===== src/rtl/ysyx_24110015_ifu_prefetch.sv =====
// ysyx_24110015_ifu_prefetch
//   Multi-cycle instruction fetch unit with a small prefetch FIFO.
//   Keeps the fetch PC and issues in-order word reads on a valid/ready
//   request channel. In-order responses are tagged with their PC and queued
//   in a DEPTH-entry FIFO whose head is presented to the IDU. A redirect
//   flushes the FIFO and marks all outstanding reads to be discarded.
//
// Ports
//   clk, rst                 clock (rising edge), asynchronous active-low reset
//   fetch_en                 allow new requests to be issued
//   redirect_valid/_pc       flush and restart fetch at redirect_pc (word aligned)
//   mem_req_valid/ready/addr read request channel
//   mem_rsp_valid/data/err   read response (always accepted)
//   out_valid/ready          FIFO head handshake toward the IDU
//   out_pc/inst/err          FIFO head contents
module ysyx_24110015_ifu_prefetch #(
    parameter int              XLEN     = 32,
    parameter logic [XLEN-1:0] RESET_PC = 32'h8000_0000,
    parameter int              DEPTH    = 4
) (
    input  logic            clk,
    input  logic            rst,
    input  logic            fetch_en,
    input  logic            redirect_valid,
    input  logic [XLEN-1:0] redirect_pc,
    output logic            mem_req_valid,
    input  logic            mem_req_ready,
    output logic [XLEN-1:0] mem_req_addr,
    input  logic            mem_rsp_valid,
    input  logic [XLEN-1:0] mem_rsp_data,
    input  logic            mem_rsp_err,
    output logic            out_valid,
    input  logic            out_ready,
    output logic [XLEN-1:0] out_pc,
    output logic [XLEN-1:0] out_inst,
    output logic            out_err
);

    localparam int          CW      = $clog2(DEPTH + 1);
    localparam int          AW      = $clog2(DEPTH);
    localparam logic [CW:0] DEPTH_C = (CW + 1)'(DEPTH);

    typedef enum logic [1:0] {
        BOOT = 2'd0,
        RUN  = 2'd1,
        HALT = 2'd2
    } state_t;

    state_t          state, state_nx;
    logic [XLEN-1:0] fetch_pc, rsp_pc;
    logic [CW-1:0]   inflight, drop_cnt, count;
    logic [CW-1:0]   inflight_nx, count_nx;
    logic [CW:0]     credit_sum;
    logic [AW-1:0]   rd_ptr, wr_ptr;
    logic            req_fire, rsp_fire, push, pop;
    logic            issue_allow, req_valid_nx;

    logic [XLEN-1:0] fifo_pc   [DEPTH];
    logic [XLEN-1:0] fifo_inst [DEPTH];
    logic            fifo_err  [DEPTH];

    // Handshakes. A response with nothing outstanding is a protocol error
    // and is ignored entirely.
    assign req_fire = mem_req_valid & mem_req_ready;
    assign rsp_fire = mem_rsp_valid & (inflight != '0);
    assign push     = rsp_fire & (drop_cnt == '0) & ~redirect_valid;
    assign pop      = out_valid & out_ready;

    assign inflight_nx = inflight + CW'(req_fire) - CW'(rsp_fire);
    assign count_nx    = redirect_valid ? '0 : count + CW'(push) - CW'(pop);
    // Credit: outstanding reads plus queued entries never exceed DEPTH, so
    // every response that is kept always finds a free FIFO slot.
    assign credit_sum  = {1'b0, inflight_nx} + {1'b0, count_nx};

    // ---------------- FSM: state register ----------------
    // NOTE: sequential state uses non-blocking assignments so every flop
    // samples pre-edge values regardless of process evaluation order.
    always_ff @(posedge clk or negedge rst) begin
        if (!rst) state <= BOOT;
        else      state <= state_nx;
    end

    // ---------------- FSM: next state ----------------
    // NOTE: every combinational output gets a default first so no path
    // leaves it unassigned and infers a latch.
    always_comb begin
        state_nx = state;
        if (redirect_valid) begin
            state_nx = RUN;
        end else begin
            unique case (state)
                BOOT:    state_nx = RUN;
                RUN:     if (push && mem_rsp_err) state_nx = HALT;
                HALT:    state_nx = HALT;
                default: state_nx = BOOT;
            endcase
        end
    end

    // ---------------- FSM: outputs ----------------
    always_comb begin
        issue_allow = 1'b0;
        if (state_nx == RUN) issue_allow = 1'b1;
    end

    // Request valid is registered. A pending request holds until accepted;
    // a redirect cancels it and leaves one idle cycle before reissue.
    always_comb begin
        req_valid_nx = 1'b0;
        if (redirect_valid)
            req_valid_nx = 1'b0;
        else if (mem_req_valid && !mem_req_ready)
            req_valid_nx = 1'b1;
        else
            req_valid_nx = issue_allow & fetch_en & (credit_sum < DEPTH_C);
    end

    // ---------------- Control / pointer state ----------------
    always_ff @(posedge clk or negedge rst) begin
        if (!rst) begin
            mem_req_valid <= 1'b0;
            fetch_pc      <= RESET_PC;
            rsp_pc        <= RESET_PC;
            inflight      <= '0;
            drop_cnt      <= '0;
            count         <= '0;
            rd_ptr        <= '0;
            wr_ptr        <= '0;
        end else begin
            mem_req_valid <= req_valid_nx;
            inflight      <= inflight_nx;
            count         <= count_nx;
            if (redirect_valid) begin
                fetch_pc <= redirect_pc & ~XLEN'(3);
                rsp_pc   <= redirect_pc & ~XLEN'(3);
                // Everything still outstanding after this edge, including a
                // request accepted right now, belongs to the old stream.
                drop_cnt <= inflight_nx;
                rd_ptr   <= '0;
                wr_ptr   <= '0;
            end else begin
                if (req_fire) fetch_pc <= fetch_pc + XLEN'(4);
                if (rsp_fire && drop_cnt != '0) drop_cnt <= drop_cnt - CW'(1);
                if (push) begin
                    rsp_pc <= rsp_pc + XLEN'(4);
                    wr_ptr <= wr_ptr + AW'(1);
                end
                if (pop) rd_ptr <= rd_ptr + AW'(1);
            end
        end
    end

    // ---------------- FIFO storage ----------------
    // NOTE: the storage array has no reset; an entry is only observable
    // once count says it was written, and outputs are gated by out_valid.
    always_ff @(posedge clk) begin
        if (push) begin
            fifo_pc[wr_ptr]   <= rsp_pc;
            fifo_inst[wr_ptr] <= mem_rsp_data;
            fifo_err[wr_ptr]  <= mem_rsp_err;
        end
    end

    assign mem_req_addr = fetch_pc;
    assign out_valid    = (count != '0);
    assign out_pc       = out_valid ? fifo_pc[rd_ptr]   : '0;
    assign out_inst     = out_valid ? fifo_inst[rd_ptr] : '0;
    assign out_err      = out_valid & fifo_err[rd_ptr];

endmodule

===== config.mk =====
export PLATFORM = sky130hd
export DESIGN_NAME = ysyx_24110015_ifu_prefetch
export DESIGN_NICKNAME = d
export VERILOG_FILES = /design/src/rtl/ysyx_24110015_ifu_prefetch.sv
export SDC_FILE = /design/constraint.sdc
export NUM_CORES = 1
export LEC_CHECK = 0
export ABC_CLOCK_PERIOD_IN_PS = 8400
export CORE_ASPECT_RATIO = 1.4
export CORE_UTILIZATION = 45
export DETAILED_ROUTE_END_ITERATION = 10
export GPL_ROUTABILITY_DRIVEN = 0
export PLACE_DENSITY = 0.77
export SKIP_LAST_GASP = 1
export SYNTH_ARGS = -nofsm -noshare
export SYNTH_HDL_FRONTEND = slang
export SYNTH_SLANG_ARGS = --single-unit

===== constraint.sdc =====
create_clock -name clk -period 8.4 [get_ports clk]
set_clock_uncertainty 0.2 [all_clocks]
set_input_delay 1.68 -clock clk [delete_from_list [all_inputs] [get_ports clk]]
set_output_delay 1.68 -clock clk [all_outputs]
set_load 0.01 [all_outputs]

## Yosys cells after proc, flatten, opt, wreduce, memory -nomap -nowiden

Memory sizes are Yosys's and may differ from the RTL's.
Index checks and enable logic that the tools add are counted.

| word-level totals | value |
|---|---|
| memory bits (writable) | 260 |
| memories kept | 3 |
| logic and storage cells | 69 |
| output and inout port bits | 99 |
| register bits | 80 |

Memories:

| memory | depth | width | read ports | clocked after Yosys merged registers in | wr ports | line | source |
|---|---|---|---|---|---|---|---|
| fifo_inst | 4 | 32 | 1 | 0 | 1 | 59 | `logic [XLEN-1:0] fifo_inst [DEPTH];` |
| fifo_pc | 4 | 32 | 1 | 0 | 1 | 58 | `logic [XLEN-1:0] fifo_pc [DEPTH];` |
| fifo_err | 4 | 1 | 1 | 0 | 1 | 60 | `logic fifo_err [DEPTH];` |

| operators by class | value |
|---|---|
| add/sub/neg operators | 10 |
| reduce and logical (&&, ||, !) cells | 13 |
| bitwise operators | 9 |
| mux-type cells | 21 |
| $lt $le $gt $ge | 1 |
| equal/unequal tests | 3 |

Operators with widths:

| cell | number |
|---|---|
| two-way mux 32 bit | 6 |
| adder 32 x 3 -> 32 bit (second input constant) | 2 |
| two-way mux 2 bit | 6 |
| two-way mux 3 bit | 3 |
| nonzero test 3 bit | 3 |
| AND 1 bit | 8 |
| nonzero test 2 bit | 4 |
| adder 3 x 1 -> 3 bit | 2 |
| one-hot mux 2 bit (3 select lines) | 1 |
| subtractor 3 x 1 -> 3 bit | 2 |
| two-way mux 1 bit | 5 |
| adder 2 x 1 -> 2 bit (second input constant) | 2 |
| adder 3 x 3 -> 4 bit | 1 |
| == test 2 x 1 -> 1 bit (second input constant) | 2 |
| < comparator 4 x 3 -> 1 bit (second input constant) | 1 |
| logical AND 1 bit | 3 |
| zero test 3 bit | 1 |
| subtractor 3 x 1 -> 3 bit (second input constant) | 1 |
| == test 2 bit (second input constant) | 1 |
| zero test 2 bit | 1 |
| zero test 1 bit | 1 |
| NOT 1 bit | 1 |

## Logic depth before layout (Yosys ltp)

Gate-level depths: netlist of run 1.

| depth | value |
|---|---|
| depth in word-level cells | 14 |
| gate-level depth with buffers | 19 |

## Worst setup path after synthesis of run 1

Ideal clock, no wire load.

| path | value |
|---|---|
| path type | input to register |
| start point | input redirect_valid |
| end point | register mem_req_valid |
| slack | 3861 ps |
| arrival time | 4218 ps |
| required time | 8078 ps |
| stages | 15 |
| cells stage by stage | clkbuf_1 -> buf_1 -> buf_1 -> nor2_1 -> inv_1 -> ha_1 -> inv_1 -> ha_1 -> fa_1 -> nor2b_1 -> ha_1 -> nand3_1 -> nand3_1 -> nor3_1 -> a32o_1 |

RTL lines:

| item | line | source |
|---|---|---|
| start: declaration | 24 | `input logic redirect_valid,` |
| NOT 1 bit | 66 | `assign push = rsp_fire & (drop_cnt == '0) & ~redirect_valid;` |
| AND 1 bit | 66 |  |
| adder 3 x 1 -> 3 bit | 70 | `assign count_nx = redirect_valid ? '0 : count + CW'(push) - CW'(pop);` |
| subtractor 3 x 1 -> 3 bit | 70 |  |
| two-way mux 3 bit (*) | 70 |  |
| net count_nx[1] | 52 | `logic [CW-1:0] inflight_nx, count_nx;` |
| adder 3 x 3 -> 4 bit (*) | 73 | `assign credit_sum = {1'b0, inflight_nx} + {1'b0, count_nx};` |
| < comparator 4 x 3 -> 1 bit (*) | 115 | `req_valid_nx = issue_allow & fetch_en & (credit_sum < DEPTH_C);` |
| AND 1 bit (*) | 115 |  |
| two-way mux 1 bit (*) | 112 | `else if (mem_req_valid && !mem_req_ready)` |
| two-way mux 1 bit (*) | 110 | `if (redirect_valid)` |
| net req_valid_nx | 56 | `logic issue_allow, req_valid_nx;` |
| end signal: assignment | 130 | `mem_req_valid <= req_valid_nx;` |
| end: declaration | 26 | `output logic mem_req_valid,` |

The timed path passes the listed nets; every way through them passes the cells marked *.
A chain may end at the register's enable or synchronous reset.

## Worst setup path after layout of run 1

| path | value |
|---|---|
| start point | register rd_ptr[0] |
| end point | output out_pc[10] |

| on the way | value |
|---|---|
| longest elaborated chain between the ends | 2 |

RTL lines:

| item | line | source |
|---|---|---|
| start: declaration | 54 | `logic [AW-1:0] rd_ptr, wr_ptr;` |
| start signal: assignment | 148 | `if (pop) rd_ptr <= rd_ptr + AW'(1);` |
| memory (4 x 32 bit) | -- |  |
| two-way mux 32 bit | 166 | `assign out_pc = out_valid ? fifo_pc[rd_ptr] : '0;` |
| end: declaration | 34 | `output logic [XLEN-1:0] out_pc,` |

No other way between the ends.

==> results.py, run 1 <==
metrics = {
    "outcome": {
        "run_status": "complete, but fails checks",
        "violations": "DRC",
    },
    "clock_tree": {
        "post_cts_resized": 0,
        "clock-root-buffer": "clkbuf_16",
        "path_clk_slew_ps": 60,
        "cts_tree": "done",
        "cts.sinks": 328,
        "cts-hold-fix-buffers": 0,
        "cts_max_level": 1,
        "post-cts-setup-buffer-count": 0,
        "numCtsBuffers": 30,
        "clockBufferDepth": 3,
        "clk_latency_ps": 570,
    },
    "setup_path": {
        "critPathBufInv": 2,
        "critPathRequiredTime_ps": 6520,
        "crit_cells": 4,
        "r2r_setup_slack_ps": 4140,
        "reg2regPathDepth": 18,
        "cp_cell_sequence": "buf_4 > mux4_2 > and2_1 > clkdlybuf4s50_1",
        "path_class": "reg2out",
        "arrival_ps": 3470,
        "path_max_fanout": 34,
        "slowest_stage": "dfrtp_4",
        "critPathCaptureType": "primary output",
        "max_stage_delay_ps": 860,
        "setup.worst_path.start_class": "register",
        "crit_family": "buffers and inverters",
    },
    "synth": {
        "synth_top_area_share_pct": 53.15,
        "syn-cell-area_um2": 14240,
        "synth_top_family_by_area": "simple AND/OR/NAND/NOR gates",
        "ys_seq_area_share_pct": 66.53,
        "ys_seq_elements": 328,
        "synthArstFlopShare_pct": 23.17,
        "synth_edf_count": 252,
        "syn-instance-count": 920,
        "synth_cell_types": 57,
        "yosysTopAreaCell": "edfxtp_1",
        "synth_top_flop_cell": "edfxtp_1",
        "synth_xor_area_share_pct": 1.599,
        "avgSynthCellArea_um2": 15.48,
        "synthTopCellsByArea": "edfxtp_1 53%, dfrtp_1 13%, mux4_2 10%",
        "yosys_warnings": 0,
        "synth_compound_area_share_pct": 4.482,
        "synthSimpleGateAreaFrac_pct": 12.27,
        "synth_mux_area_share_pct": 11.30,
        "synth_adder_area_share_pct": 1.512,
    },
    "power_and_ir_drop": {
        "p_per_area_nw_per_um2": 275.4,
        "ir_drop_v": 0.0001670,
        "p_total_w": 0.004757,
        "p_leak_nw": 5.769,
    },
    "layout": {
        "final.fill_count": 2441,
        "layout_common_cells": "252 x edfxtp_1, 162 x clkdlybuf4s50_1, 72 x dfrtp_1",
        "final_nets": 1162,
        "layout-drive-gt1-share_pct": 14.30,
        "fin_cells": 1488,
        "antenna_cells": 0,
        "final_common_cell": "edfxtp_1",
        "area_growth_pct": 21.34,
    },
    "die": {
        "rows": 76,
        "coreArea_um2": 30900,
        "pin_count": 171,
        "die-area_um2": 32360,
        "die_h_um": 212.5,
        "initial_core_util_pct": 46.07,
        "die_x_um": 152.3,
    },
    "grt": {
        "grt_pass1_vias": 8822,
        "grt_overflow": 0,
        "grtUsageTotal_pct": 18.90,
        "grt_start_max_net_pins": 77,
        "antenna_found_initial": 0,
        "grt_pass1_wl_mm": 47.87,
    },
    "placement": {
        "numPlacedInstances": 1432,
        "port_buffers": 164,
        "dp_hpwl_mm": 18.70,
    },
    "route": {
        "first_pass_iters": 8,
        "wl_per_cell_um": 20.27,
        "avgViaCountPerCell": 5.792,
        "dr_total_vias": 8618,
        "drt_first_iter_violations": 664,
        "drt.antenna.violating_nets": 0,
        "drc_errors": 14,
        "drt_wl_total_mm": 30.16,
    },
    "hold_path": {
        "min_path_type": "reg2reg",
        "hold_path_depth": 1,
    },
    "timing": {
        "maxSlewHeadroom_pct": 29.78,
        "setup-violations-final": 0,
        "min_period_ps": 5347,
        "hold_viol": 0,
        "tns_ps": 0,
        "slew_violations": 0,
        "period_share_pct": 63.65,
        "rsz0062_at_grt": "false",
        "worst_pin_slew_ps": 1053,
        "max_freq_mhz": 187.0,
    },
    "job": {
        "cap_violations": 0,
    },
}
cells in the mapped netlist, types with 5 or more instances:
| cell | n |
|---|---|
| a211oi_1 | 10 |
| a21oi_1 | 6 |
| a311oi_1 | 8 |
| a31oi_1 | 22 |
| and2_1 | 66 |
| and3_1 | 28 |
| and4_1 | 9 |
| buf_1 | 8 |
| buf_2 | 7 |
| clkbuf_1 | 33 |
| dfrtp_1 | 74 |
| edfxtp_1 | 252 |
| ha_1 | 14 |
| inv_1 | 23 |
| mux2_2 | 16 |
| mux4_2 | 63 |
| nand2_1 | 19 |
| nand2b_1 | 5 |
| nand3_1 | 32 |
| nand4_1 | 25 |
| nor2_1 | 39 |
| nor2b_1 | 6 |
| nor3_1 | 19 |
| nor4_1 | 20 |
| o21ai_0 | 13 |
| o31ai_1 | 16 |
| or4_1 | 20 |
| xnor2_1 | 17 |
| xor2_1 | 9 |
layer usage:
| metal | up-vias | global-route usage [%] | routed length, um |
|---|---|---|---|
| met5 | - | 0 | 0 |
| met4 | 0 | 6.861 | 744 |
| met3 | 51 | 2.201 | 1498 |
| met2 | 275 | 33.83 | 15630 |
| met1 | 4355 | 23.70 | 12290 |
| li1 | 3937 | - | - |
per-stage QoR:
stage	worst slack (ps)	area [um^2]	utilization [%]	hold slack [ps]
2_1_floorplan	3861	14250	-	214.8
3_3_place_gp	2934	16210	52.46	221.9
3_5_place_dp	2884	16210	52.46	232.0
4_1_cts	2909	17280	55.90	239.5
5_1_grt	2812	17280	55.90	270.7
6_report	3053	17280	55.90	237.7
cells by family after synthesis:
kind of cell	after synthesis
and+or+nand+nor	300
adders and majority gates	16
DFF	328
xor gates and xnor gates	26
muxes	80
AOI/OAI and AO/OA	91
buffers and inverters	78
other	1
worst paths after layout:
| kind | startpoint | to |
|---|---|---|
| max | rd_ptr[0] | out_pc[10] |
| min | state[0] | state[1] |
| max reg2reg | drop_cnt[0] | mem_req_valid |
| min reg2reg | state[0] | state[1] |
| max in group asynchronous | rst | rd_ptr[0] |
| min in group asynchronous | rst | inflight[1] |
registers in the layout, indices dropped and copies added, names as in the netlist:
signal	count
fifo_pc	120
mem_req_addr	30
drop_cnt	3
rd_ptr	2
wr_ptr	2
inflight	3
rsp_pc	30
fifo_err	4
mem_req_valid	1
fifo_inst	128
state	2
count	3
area by class of cell:
class,instances,area [um^2],share of cell area (%)
clock buffer,37,808.3,4.679
clock inverter,19,255.2,1.478
inverter,24,90.09,0.5215
multi-input combinational,517,4458,25.81
sequential,328,9477,54.86
tap,390,488.0,2.825
timing repair buffer,173,1699,9.836
power breakdown:
| group | switching, W | total (W) | internal, W | leakage (nW) |
|---|---|---|---|---|
| combinational | 0.000587 | 0.00131 | 0.000723 | 2.10 |
| clock | 0.000585 | 0.00145 | 0.000868 | 0.507 |
| sequential | 0.000135 | 0.00199 | 0.00186 | 3.16 |
No activity file was read; power rests on OpenSTA's default activity.
==> run 2: changes to the inputs <==
--- a/config.mk
+++ b/config.mk
@@ -5,12 +5,12 @@
 export SDC_FILE = /design/constraint.sdc
 export NUM_CORES = 1
 export LEC_CHECK = 0
-export ABC_CLOCK_PERIOD_IN_PS = 8400
+export ABC_CLOCK_PERIOD_IN_PS = 4450
 export CORE_ASPECT_RATIO = 1.4
 export CORE_UTILIZATION = 45
 export DETAILED_ROUTE_END_ITERATION = 10
 export GPL_ROUTABILITY_DRIVEN = 0
-export PLACE_DENSITY = 0.77
+export PLACE_DENSITY = 0.79
 export SKIP_LAST_GASP = 1
 export SYNTH_ARGS = -nofsm -noshare
 export SYNTH_HDL_FRONTEND = slang
==> constraint.sdc (replaced) <==
create_clock -name clk -period 4.45 [get_ports clk]
set_clock_uncertainty 0.2 [all_clocks]
set_input_delay 0.89 -clock clk [delete_from_list [all_inputs] [get_ports clk]]
set_output_delay 0.89 -clock clk [all_outputs]
set_load 0.01 [all_outputs]
==> results.py, run 2 (synthesis results as in run 1) <==
metrics = {
    "outcome": {
        "run_status": "complete, but fails checks",
        "violations": "DRC",
    },
    "clock_tree": {
        "post_cts_resized": 0,
        "cts.sinks": 328,
        "post-cts-setup-buffer-count": 0,
        "cts_max_level": 1,
        "cts_tree": "done",
        "numCtsBuffers": 30,
        "clk_latency_ps": 560,
        "clockBufferDepth": 3,
        "cts-hold-fix-buffers": 0,
        "clock-root-buffer": "clkbuf_16",
        "path_clk_slew_ps": 60,
    },
    "power_and_ir_drop": {
        "p_clk_share_pct": 30.1,
        "p_per_area_nw_per_um2": 517.0,
        "p_int_w": 0.006549,
        "swShare_pct": 27.34,
        "p_leak_nw": 5.837,
        "combinationalPowerShare_pct": 28.3,
        "sequentialPowerShare_pct": 41.6,
        "switching_power_w": 0.002464,
        "ir_drop_v": 0.0002949,
    },
    "timing": {
        "maxSlewHeadroom_pct": 28.94,
        "worst_pin_slew_ps": 1066,
        "min_period_ps": 3895,
        "setup-violations-final": 0,
        "hold_viol": 0,
        "slew_violations": 0,
        "max_freq_mhz": 256.7,
        "tns_ps": 0,
        "period_share_pct": 87.54,
        "rsz0062_at_grt": "false",
    },
    "setup_path": {
        "setup.worst_path.start_class": "register",
        "arrival_ps": 2810,
        "path_class": "reg2out",
        "critPathRequiredTime_ps": 3360,
        "path_max_fanout": 22,
        "critPathCaptureType": "primary output",
    },
    "layout": {
        "final.fill_count": 2400,
        "layout-drive-gt1-share_pct": 14.88,
        "max_flop_register": "fifo_inst",
        "final_nets": 1173,
        "post-route-util_pct": 56.41,
        "antenna_cells": 0,
        "largestRegisters": "fifo_inst: 128 flops, fifo_pc: 120 flops",
        "final_common_cell": "edfxtp_1",
        "layout_common_cells": "252 x edfxtp_1, 162 x clkdlybuf4s50_1, 72 x dfrtp_1",
        "area_growth_pct": 22.45,
        "largest_reg_flops": 128,
    },
    "die": {
        "die_x_um": 152.3,
        "pin_count": 171,
        "rows": 76,
        "die_h_um": 212.5,
        "coreArea_um2": 30900,
        "die-area_um2": 32360,
        "initial_core_util_pct": 46.07,
    },
    "grt": {
        "antenna_found_initial": 0,
        "grtUsageTotal_pct": 18.80,
        "grt_start_max_net_pins": 66,
        "grt_pass1_vias": 8799,
        "grt_pass1_wl_mm": 47.27,
        "grt_overflow": 0,
    },
    "placement": {
        "port_buffers": 164,
        "dp_hpwl_mm": 18.90,
    },
    "route": {
        "drt.antenna.violating_nets": 0,
        "first_pass_iters": 8,
        "drt_wl_total_mm": 30.22,
        "drt_first_iter_violations": 765,
        "dr_total_vias": 8709,
        "wl_per_cell_um": 20.16,
        "avgViaCountPerCell": 5.810,
        "drc_errors": 15,
    },
    "hold_path": {
        "min_path_type": "reg2reg",
    },
    "job": {
        "cap_violations": 0,
    },
}
[run 2: changes by cell type in the layout (fill, tap and decap cells not counted)]
cell        delta
buf_12         +7
buf_4          +4
clkinv_1       +3
clkinv_2       -3
clkinvlp_4     -3
clkinvlp_2     +2
clkbuf_8       -1
clkinv_4       +1
inv_6          +1
[run 2: worst max-delay path, cell delays in order (launching register included)]
cell             delay (ps)
dfrtp_4                 720
buf_4                   280
mux4_2                  570
and2_1                  180
clkdlybuf4s50_1         470
[run 2: through the flow]
step / area, um^2 / hold slack, ps / total power [W] / instances / setup slack, ps
final: 17430 / 255.3 / 0.009013 / 1499 / 554.7
after detailed placement: 16380 / 243.1 / 0.006413 / 1443 / 323.6
after global routing: 17430 / 282.3 / 0.009439 / 1499 / 407.4
after floorplan: 14250 / 214.8 / 0.005190 / 923 / 700.8
after CTS: 17430 / 259.5 / 0.009134 / 1499 / 452.2
after global placement: 16380 / 225.7 / 0.006354 / 1443 / 368.1
[run 2: worst paths after layout]
check                             from       endpoint  slack (ps)  cells after the start
max                          rd_ptr[0]     out_pc[10]         550                      4
min                           state[0]       state[1]         260                      1
max reg2reg                inflight[2]  mem_req_valid         930                     12
min reg2reg                   state[0]       state[1]         260                      1
max in group asynchronous          rst     rsp_pc[31]        2800                      2
min in group asynchronous          rst    inflight[0]         320                      1
[run 2: routing by layer]
layer  global-route usage [%]  up-vias  wire length (um)
met5                        0        -                 0
met4                    7.178        0               912
met3                    2.548       60              1767
met2                    33.83      276             15470
met1                    23.04     4401             12070
li1                         -     3972                 -
[run 2: power groups by stage]
stage / logic, W / clock network [W] / registers [W]
after detailed placement: 0.00260 / 0 / 0.00381
after CTS: 0.00261 / 0.00277 / 0.00375
final: 0.00255 / 0.00271 / 0.00375
after floorplan: 0.00148 / 0 / 0.00371
after global routing: 0.00277 / 0.00289 / 0.00378
after global placement: 0.00256 / 0 / 0.00379
[run 2: area by class of cell]
class                      instances  area (um^2)  share of cell area, %
sequential                       328         9477                  54.36
multi-input combinational        517         4458                  25.57
timing repair buffer             184         1869                  10.72
clock buffer                      36        794.5                  4.558
tap                              390        488.0                  2.799
clock inverter                    20        256.5                  1.471
inverter                          24        90.09                 0.5168
==> run 3: changes to the inputs <==
--- a/config.mk
+++ b/config.mk
@@ -10,7 +10,7 @@
 export CORE_UTILIZATION = 45
 export DETAILED_ROUTE_END_ITERATION = 10
 export GPL_ROUTABILITY_DRIVEN = 0
-export PLACE_DENSITY = 0.79
+export PLACE_DENSITY = 0.72
 export SKIP_LAST_GASP = 1
 export SYNTH_ARGS = -nofsm -noshare
 export SYNTH_HDL_FRONTEND = slang
==> results.py, run 3 (synthesis results as in run 1) <==
metrics = {
    "setup_path": {
        "reg2reg_to": "mem_req_valid",
        "r2r_setup_slack_ps": 950,
        "crit-reg2reg-launch": "inflight[2]",
        "reg2regPathDepth": 12,
        "arrival_ps": 2900,
        "path_class": "reg2out",
        "setup.worst_path.start_class": "register",
        "path_max_fanout": 29,
        "critPathRequiredTime_ps": 3360,
        "critPathCaptureType": "primary output",
    },
    "timing": {
        "hold_viol": 0,
        "worst_pin_slew_ps": 853.2,
        "period_share_pct": 89.63,
        "rsz0062_at_grt": "false",
        "tns_ps": 0,
        "setup-violations-final": 0,
        "min_period_ps": 3988,
        "maxSlewHeadroom_pct": 42.65,
        "slew_violations": 0,
        "max_freq_mhz": 250.7,
    },
    "placement": {
        "dp_hpwl_mm": 18.69,
        "numPlacedInstances": 1440,
        "port_buffers": 164,
    },
    "layout": {
        "fin_cells": 1496,
        "antenna_cells": 0,
        "seqCellArea_um2": 9477,
        "max_flop_register": "fifo_inst",
        "post-route-util_pct": 56.34,
        "largest_reg_flops": 128,
        "final.fill_count": 2417,
        "final_common_cell": "edfxtp_1",
        "layout-drive-gt1-share_pct": 14.74,
        "area_growth_pct": 22.29,
        "largestRegisters": "fifo_inst: 128 flops, fifo_pc: 120 flops",
        "layout_common_cells": "252 x edfxtp_1, 162 x clkdlybuf4s50_1, 72 x dfrtp_1",
        "final_nets": 1171,
        "multi_input_area_um2": 4458,
    },
    "grt": {
        "grt_pass1_wl_mm": 47.43,
        "grt_overflow": 0,
        "grt_pass1_vias": 8760,
        "grtUsageTotal_pct": 18.86,
        "antenna_found_initial": 0,
        "grt_start_max_net_pins": 66,
    },
    "power_and_ir_drop": {
        "switching_power_w": 0.002442,
        "p_per_area_nw_per_um2": 519.8,
        "combinationalPowerShare_pct": 27.7,
        "p_int_w": 0.006608,
        "swShare_pct": 26.98,
        "p_clk_share_pct": 30.8,
        "ir_drop_v": 0.0003226,
        "sequentialPowerShare_pct": 41.5,
        "p_total_w": 0.009050,
        "p_leak_nw": 5.848,
    },
    "die": {
        "die-area_um2": 32360,
        "die_x_um": 152.3,
        "initial_core_util_pct": 46.07,
        "die_h_um": 212.5,
        "pin_count": 171,
        "coreArea_um2": 30900,
        "rows": 76,
    },
    "clock_tree": {
        "clk_latency_ps": 560,
        "clock-root-buffer": "clkbuf_16",
        "cts.sinks": 328,
        "cts_tree": "done",
        "path_clk_slew_ps": 60,
        "numCtsBuffers": 31,
        "cts-hold-fix-buffers": 0,
        "cts_max_level": 1,
        "post_cts_resized": 0,
        "clockBufferDepth": 3,
        "post-cts-setup-buffer-count": 0,
    },
    "outcome": {
        "run_status": "complete, but fails checks",
        "violations": "DRC",
    },
    "route": {
        "avgViaCountPerCell": 5.717,
        "drt.antenna.violating_nets": 0,
        "wl_per_cell_um": 19.87,
        "first_pass_iters": 8,
        "drt_first_iter_violations": 534,
        "drt_wl_total_mm": 29.73,
        "drc_errors": 12,
        "dr_total_vias": 8553,
    },
    "hold_path": {
        "min_path_type": "in2async",
    },
    "job": {
        "cap_violations": 0,
    },
}
run 3: cell types whose count changed in the layout (fill, tap and decap cells not counted):
cell | previous run | this run
clkinv_2 | 3 | 8
clkinvlp_4 | 2 | 0
clkinv_4 | 1 | 0
clkbuf_1 | 5 | 7
buf_2 | 2 | 1
clkbuf_8 | 0 | 1
bufinv_16 | 6 | 7
inv_6 | 1 | 0
clkinv_1 | 6 | 3
buf_12 | 7 | 5
clkinvlp_2 | 2 | 0
run 3: stage by stage:
step	cell area (um^2)	setup slack [ps]	hold WS, ps
after floorplan	14250	700.8	214.8
after global placement	16340	392.6	224.4
after detailed placement	16340	354.6	239.7
after CTS	17410	326.5	204.4
after global routing	17410	258.6	240.3
final	17410	461.6	210.5
run 3: worst max-delay path: stages (launching register included):
cell and delay, ps:
dfrtp_4 800, buf_12 330, mux4_2 530, and2_1 190, clkdlybuf4s50_1 490
run 3: power by group through the flow:
stage          registers, W  logic (W)  clock network, W
6_report            0.00376    0.00251           0.00278
3_5_place_dp        0.00382    0.00255                 0
4_1_cts             0.00376    0.00256           0.00285
5_1_grt             0.00379    0.00273           0.00297
2_1_floorplan       0.00371    0.00148                 0
3_3_place_gp        0.00381    0.00253                 0
run 3: worst max path at each step:
| stage | startpoint | endpoint | slack (ps) | cells past startpoint |
|---|---|---|---|---|
| after floorplan | redirect_valid | mem_req_valid | 700 | 15 |
| after global routing | rd_ptr[0] | out_err | 260 | 4 |
| final | rd_ptr[0] | out_pc[3] | 460 | 4 |
| after CTS | rd_ptr[0] | out_pc[3] | 330 | 4 |
| after global placement | mem_rsp_valid | mem_req_valid | 390 | 18 |
| after detailed placement | mem_rsp_valid | mem_req_valid | 350 | 18 |
run 3: final cells by class:
class | count | share of cell area, %
Clock buffer | 39 | 4.686
Clock inverter | 17 | 1.480
Inverter | 24 | 0.5174
Multi-Input combinational cell | 517 | 25.61
Sequential cell | 328 | 54.43
Tap cell | 390 | 2.803
Timing Repair Buffer | 181 | 10.48
run 3: routing by layer:
layer	vias to the layer above	share of wire, %	track usage, %
li1	3941	-	-
met1	4337	41	23.44
met2	230	51	33.43
met3	45	4.1	2.324
met4	0	3.2	7.882
met5	-	0	0
